## src/rtl/demux_stream_1xn.sv

```systemverilog
// demux_stream_1xn: 1-to-CH valid/ready stream demultiplexer with a one-entry registered slot per channel.
// Optional macro DEMUX_LOCK_EN keeps every beat of a packet (up to in_last) on the channel chosen by its first beat.
module demux_stream_1xn #(
    parameter int  WIDTH = 8,
    parameter int  CH    = 4,
    localparam int SEL_W = (CH > 1) ? $clog2(CH) : 1
) (
    input  logic                clk,
    input  logic                reset,
    input  logic [WIDTH-1:0]    in_data,
    input  logic [SEL_W-1:0]    in_sel,
    input  logic                in_last,
    input  logic                in_valid,
    output logic                in_ready,
    output logic [CH*WIDTH-1:0] out_data,
    output logic [CH-1:0]       out_valid,
    input  logic [CH-1:0]       out_ready,
    output logic [7:0]          err_cnt
);

    logic [SEL_W-1:0] esel;
    logic             sel_ok;
    logic [CH-1:0]    sel_hit;
    logic [CH-1:0]    wr_en;
    logic             accept;
    logic [CH-1:0]    slot_valid;
    logic [WIDTH-1:0] slot_data [CH];

`ifdef DEMUX_LOCK_EN
    typedef enum logic {
        IDLE,
        LOCKED
    } state_t;

    state_t           state;
    state_t           state_nxt;
    logic [SEL_W-1:0] locked_sel;

    // The channel is captured from the first beat of a multi-beat packet, even if it is out of range.
    always_ff @(posedge clk) begin
        if (reset) begin
            state      <= IDLE;
            locked_sel <= '0;
        end else begin
            state <= state_nxt;
            if (state == IDLE && accept && !in_last) begin
                locked_sel <= in_sel;
            end
        end
    end

    always_comb begin
        state_nxt = state;
        case (state)
            IDLE:    if (accept && !in_last) state_nxt = LOCKED;
            LOCKED:  if (accept && in_last)  state_nxt = IDLE;
            default: state_nxt = IDLE;
        endcase
    end

    assign esel = (state == LOCKED) ? locked_sel : in_sel;
`else
    logic unused_last;

    assign unused_last = in_last;
    assign esel        = in_sel;
`endif

    // Decoding against the real channel list also flags selects that fall beyond CH.
    always_comb begin
        sel_hit = '0;
        for (int i = 0; i < CH; i++) begin
            if (esel == SEL_W'(i)) begin
                sel_hit[i] = 1'b1;
            end
        end
    end

    assign sel_ok = |sel_hit;

    // Out-of-range beats are always taken so they can be dropped and counted.
    always_comb begin
        in_ready = 1'b1;
        if (sel_ok) begin
            in_ready = |(sel_hit & (~slot_valid | out_ready));
        end
        if (reset) begin
            in_ready = 1'b0;
        end
    end

    assign accept = in_valid & in_ready;
    assign wr_en  = accept ? sel_hit : '0;

    // A write wins over a drain on the same channel, so a slot can refill on the edge it empties.
    always_ff @(posedge clk) begin
        if (reset) begin
            slot_valid <= '0;
            for (int i = 0; i < CH; i++) begin
                slot_data[i] <= '0;
            end
        end else begin
            for (int i = 0; i < CH; i++) begin
                if (wr_en[i]) begin
                    slot_data[i]  <= in_data;
                    slot_valid[i] <= 1'b1;
                end else if (out_ready[i]) begin
                    slot_valid[i] <= 1'b0;
                end
            end
        end
    end

    always_ff @(posedge clk) begin
        if (reset) begin
            err_cnt <= '0;
        end else if (accept && !sel_ok && err_cnt != 8'hFF) begin
            err_cnt <= err_cnt + 8'd1;
        end
    end

    always_comb begin
        out_data = '0;
        for (int i = 0; i < CH; i++) begin
            out_data[i*WIDTH +: WIDTH] = slot_data[i];
        end
    end

    assign out_valid = slot_valid;

endmodule

```

## config.mk

```make
export PLATFORM = sky130hd
export DESIGN_NAME = demux_stream_1xn
export DESIGN_NICKNAME = d
export VERILOG_FILES = /design/src/rtl/demux_stream_1xn.sv
export SDC_FILE = /design/constraint.sdc
export NUM_CORES = 1
export LEC_CHECK = 0
export BUFFER_PORTS_ARGS = -buffer_cell sky130_fd_sc_hd__buf_2
export CORE_ASPECT_RATIO = 0.75
export CORE_MARGIN = 2
export CORE_UTILIZATION = 50
export DETAILED_ROUTE_END_ITERATION = 16
export PLACE_DENSITY_LB_ADDON = 0.15
export SLEW_MARGIN = 25
export SYNTH_ARGS = -nofsm -noshare
export SYNTH_HDL_FRONTEND = slang
export SYNTH_SLANG_ARGS = --single-unit
```

## constraint.sdc

```tcl
create_clock -name clk -period 2.9 [get_ports clk]
set_input_delay 0.145 -clock clk [delete_from_list [all_inputs] [get_ports clk]]
set_output_delay 0.145 -clock clk [all_outputs]
set_load 0.02 [all_outputs]
```

Word-level counts from Yosys, hierarchy flattened --
Memories as Yosys holds them, arrays and structs flattened. Index checks and enable logic that the tools add are counted.
Storage, ports and cells: flip-flop bits (word level) 12, RAM bits 32, input port bits 18, output and inout bits 45, logic and storage cells 62, memories 1
Memories:
- slot_data | words 4, width 8, rd ports 4, clocked after memory_dff 0, wr ports 4, line 27 | logic [WIDTH-1:0] slot_data [CH];
Operators by class: add/sub/neg operators 1, eq/ne operators 4, muxes and demuxes 33, bitwise logic cells 8, reductions and logical operators 10
Operators by type and width (count):
- 2-to-1 mux 8 bit | 4
- 2-to-1 mux 1 bit | 28
- adder 8 x 1 -> 8 bit, second input constant | 1
- != test 8 bit, second input constant | 1
- nonzero test 2 bit | 4
- OR reduction 4 bit | 2
- AND 4 bit | 1
- == test 2 bit, second input constant | 2
- 2-to-1 mux 4 bit | 1
- NOT 4 bit | 1
- bitwise OR 1 bit | 4
- bitwise OR 4 bit | 1
- == test 2 x 1 -> 1 bit, second input constant | 1
- logical AND 1 bit | 2
- logical NOT 2 bit | 1
- AND 1 bit | 1
- logical NOT 1 bit | 1

Depth between registers and ports, before layout --
depth after elaboration 12, mapped depth 4, mapped depth without buffers 3

Least setup slack after synthesis --
Ideal clock, no wire load.
kind register to register, start register slot_valid[2] (netlist: out_valid[2]), end memory slot_data[2][0] (enable), setup time 0.300 ns, arrival time 1.029 ns, data required time 2.600 ns, slack 1.571 ns, cell stages (with the launch flop) 4, buffers on the path 0, period minus slack after synthesis 1.329 ns, cell sequence dfxtp_1 > or2b_2 > nand3_1 > nand2b_1
RTL lines:
- from (decl) | line 26 | logic [CH-1:0] slot_valid;
- from (signal assigned) | line 98 | slot_valid <= '0;
- from (signal, indexed assignment) | line 106 | slot_valid[i] <= 1'b1;
- from (signal, indexed assignment) | line 108 | slot_valid[i] <= 1'b0;
- to (decl) | line 27

Final worst setup path --
start register slot_valid[0] (netlist: out_valid[0]), end output in_ready
On the way: cells in the longest elaborated chain, start to end 6
RTL lines:
- NOT 4 bit | line 85 | in_ready = |(sel_hit & (~slot_valid | out_ready));
- bitwise OR 4 bit | line 85
- AND 4 bit | line 85
- OR reduction 4 bit | line 85
- 2-to-1 mux 1 bit | line 84 | if (sel_ok) begin
- 2-to-1 mux 1 bit | line 87 | if (reset) begin
- to (decl) | line 14 | output logic in_ready,
Every way passes these cells.

==> flow_metrics.env <==
export IMPL_finalCriticalPeriod_ns=1.50
export IMPL_timing_final_setup_violations=0
export IMPL_yosysWarnings=0
export IMPL_yosys_cell_types_count=18
export IMPL_wire_per_inst_um=13.4
export IMPL_layout_core_utilization_pct=67.5
export IMPL_worst_setup_hold_path_clk_slew_ns=0.07
export IMPL_post_cts_buffers=0
export IMPL_yosysSeqAreaShare_pct=75.7
export IMPL_grt_setup_unrepaired="no"
export IMPL_total_buffers_and_inverters_traversed_by_the_critical_path=1
export IMPL_antenna_violations_before_repair=0
export IMPL_final_setup_worst_slack_ns=1.40
export IMPL_ios=63
export IMPL_worst_path_max_delay_cell="sky130_fd_sc_hd__dfxtp_1"
export IMPL_die_y_um=52.8
export IMPL_ys_ff_latch=44
export IMPL_clock_sinks=44
export IMPL_placement_rows=17
export IMPL_timing_critical_path_max_delay_family="compound AO/OA/AOI/OAI gates"
export IMPL_synth_compound_area_share_pct=2.21
export IMPL_layout_common_cells="sky130_fd_sc_hd__buf_2, sky130_fd_sc_hd__nor2_1, sky130_fd_sc_hd__edfxtp_1, sky130_fd_sc_hd__dfxtp_1, sky130_fd_sc_hd__nand2_1"
export IMPL_place_congestion=0.838
export IMPL_totalPowerFinal_mw=1.17
export IMPL_final_hold_viol_count=0
export IMPL_power_density_of_the_placed_cells_mw_per_mm2=583
export IMPL_worstMarginPinSlew_ns=0.500
export IMPL_area_delta_synth_final_pct=26.7
export IMPL_place_hpwl_um=2330
export IMPL_detail_route_vias_per_cell=5.04
export IMPL_syn_num_nets=141
export IMPL_post_synth_instance_area_mm2=0.00159
export IMPL_ctsHoldBuffers=0
export IMPL_fp_dieArea_mm2=0.00364
export IMPL_fp_dieW_um=69.0
export IMPL_total_cts_buffers=5
export IMPL_synthesis_instances=123
export IMPL_detailedPlace_worstSlack_ns=1.58
export IMPL_finish_net_count=207
export IMPL_number_of_global_route_vias_before_repair=1009
export IMPL_slew_headroom_pct=66.6
export IMPL_combinational_family_with_the_most_area_after_synthesis="simple AND/OR/NAND/NOR gates"
export IMPL_detailedRoute_firstPassIterationCount=4
export IMPL_wl_met1_um=1320
export IMPL_required_ns=2.76
export IMPL_cts_tree="done"
export IMPL_grt_overflow=0
export IMPL_timing_fmax_ghz=0.665
export IMPL_timing_critical_path_from_type="flip-flop"
export IMPL_hold_worst_slack_ns=0.165
export IMPL_crit_path_cell_trace="nor4b_1 > a311o_1 > a21oi_1 > buf_2"
export IMPL_post_route_period_util_pct=51.8
export IMPL_hold_removal_path_class="input port to flip-flop"
export IMPL_synth_fa_ha_area_share_pct=0
export IMPL_drc=0
export IMPL_port_buffers=61
export IMPL_layout_cells_most_common="sky130_fd_sc_hd__buf_2"
export IMPL_avgSynthCellArea_um2=12.9
export IMPL_post_cts_resized=0
export IMPL_dr_max_layer_used="met4"
export IMPL_htree_num_levels=2
export IMPL_maxCapViolCount=0
export IMPL_antenna_cells_inserted=0
export IMPL_cts_root_buf="sky130_fd_sc_hd__clkbuf_8"
export IMPL_vdd_drop_max_uv=328
export IMPL_met3RoutedLength_um=266
export IMPL_grt_pass1_wl_um=4750
export IMPL_outcome="finished, final reports clean"
export IMPL_yosys_mux_area_fraction_pct=0.631
export IMPL_cp_max_fo=3
export IMPL_cts_buffer_depth=2
export IMPL_layout_drive_gt1_share_pct=36.3
export IMPL_synthSimpleGateAreaFrac_pct=20.7
export IMPL_timing_worst_setup_path_type="flip-flop to primary output"
export IMPL_detail_route_wirelength_um=3070
export IMPL_power_static_leakage_nw=0.902
export IMPL_vias=1148
export IMPL_critPathMaxStageDelay_ns=0.32
export IMPL_dr_first_iter_drc_count=72
export IMPL_met2RoutedLength_um=1450
export IMPL_ant_nets=0
export IMPL_critical_path_arrival_ns=1.36
export IMPL_initial_core_util_pct=53.3
export IMPL_gr_usage_all_layers_pct=17.8
export IMPL_clk_insertion_delay_late_ns=0.29
export IMPL_final_setup_skew_ns=0.00460
export IMPL_grt_max_degree=19
export IMPL_cp_end_kind="primary output"
export IMPL_core_area_mm2=0.00298
export IMPL_fillerInstances=240
export IMPL_slew_limit_fails=0
export IMPL_synth_xor_area_share_pct=0
export IMPL_total_negative_slack_for_setup_checks_ns=0
-- logic make-up after synthesis --
kind of cell    after synthesis
buf+inv                       3
simple gates                 69
flops                        44
mux                           1
compound gates                6
-- state kept, by name, summed over array words and instances, names as in the netlist --
name,count
slot_data,32
out_valid,4
err_cnt,8
-- synth_stat cells --
library cell / number / area [um2]
sky130_fd_sc_hd__nor2b_2: 1 / 8.76
sky130_fd_sc_hd__nor2_1: 33 / 124
sky130_fd_sc_hd__a21oi_1: 5 / 25.0
sky130_fd_sc_hd__clkbuf_1: 1 / 3.75
sky130_fd_sc_hd__a311o_1: 1 / 10.0
sky130_fd_sc_hd__and2b_4: 1 / 10.0
sky130_fd_sc_hd__nand3_1: 4 / 20.0
sky130_fd_sc_hd__inv_1: 1 / 3.75
sky130_fd_sc_hd__nand2_1: 11 / 41.3
sky130_fd_sc_hd__mux2i_1: 1 / 10.0
sky130_fd_sc_hd__edfxtp_1: 32 / 961
sky130_fd_sc_hd__buf_2: 1 / 5.00
sky130_fd_sc_hd__nor4b_1: 1 / 8.76
sky130_fd_sc_hd__dfxtp_1: 12 / 240
sky130_fd_sc_hd__nor2b_1: 9 / 56.3
sky130_fd_sc_hd__or2b_2: 1 / 8.76
sky130_fd_sc_hd__nand4_1: 1 / 6.26
sky130_fd_sc_hd__nand2b_1: 7 / 43.8
-- worst register-to-register path, cell delays in order (launching register included) --
cell,delay (ns)
sky130_fd_sc_hd__dfxtp_1,0.33
sky130_fd_sc_hd__or2b_2,0.34
sky130_fd_sc_hd__nand3_1,0.12
sky130_fd_sc_hd__nand2b_1,0.22
-- power breakdown --
group	internal [mW]	switching, mW	leakage [nW]
clock network	0.168	0.188	0.0399
registers	0.697	0.00626	0.441
logic	0.0339	0.0783	0.421
total	0.899	0.273	0.902
-- final timing paths --
check | from | end | slack (ns) | cells after the start
min | out_ready[2] | out_valid[2] | 0.16 | 3
max reg2reg | out_valid[2] | slot_data[2][2] | 1.59 | 3
min reg2reg | err_cnt[1] | err_cnt[1] | 0.46 | 1
max | out_valid[0] | in_ready | 1.40 | 4
-- layer usage --
layer | vias up | track usage (%)
li1 | 552 | -
met4 | 0 | 8.50
met3 | 4 | 7.12
met5 | - | 0
met2 | 49 | 27.9
met1 | 543 | 21.8
-- per-stage QoR --
| stage | cells | instance area [um2] |
|---|---|---|
| after global routing | 228 | 2010 |
| after detailed placement | 220 | 1930 |
| after CTS | 228 | 2010 |
| final | 228 | 2010 |
| after global placement | 220 | 1930 |
| after floorplan | 123 | 1590 |
-- area by class of cell --
class / instances / area (um2) / share of cell area [%]
repair buffers: 61 / 305 / 15.2
inverters: 1 / 3.75 / 0.187
clock inverters: 1 / 3.75 / 0.187
clock buffers: 7 / 76.3 / 3.80
well taps: 38 / 47.5 / 2.36
multi-input cells: 76 / 373 / 18.5
flip-flops and latches: 44 / 1200 / 59.7
No activity file was read; power rests on OpenSTA's default activity.
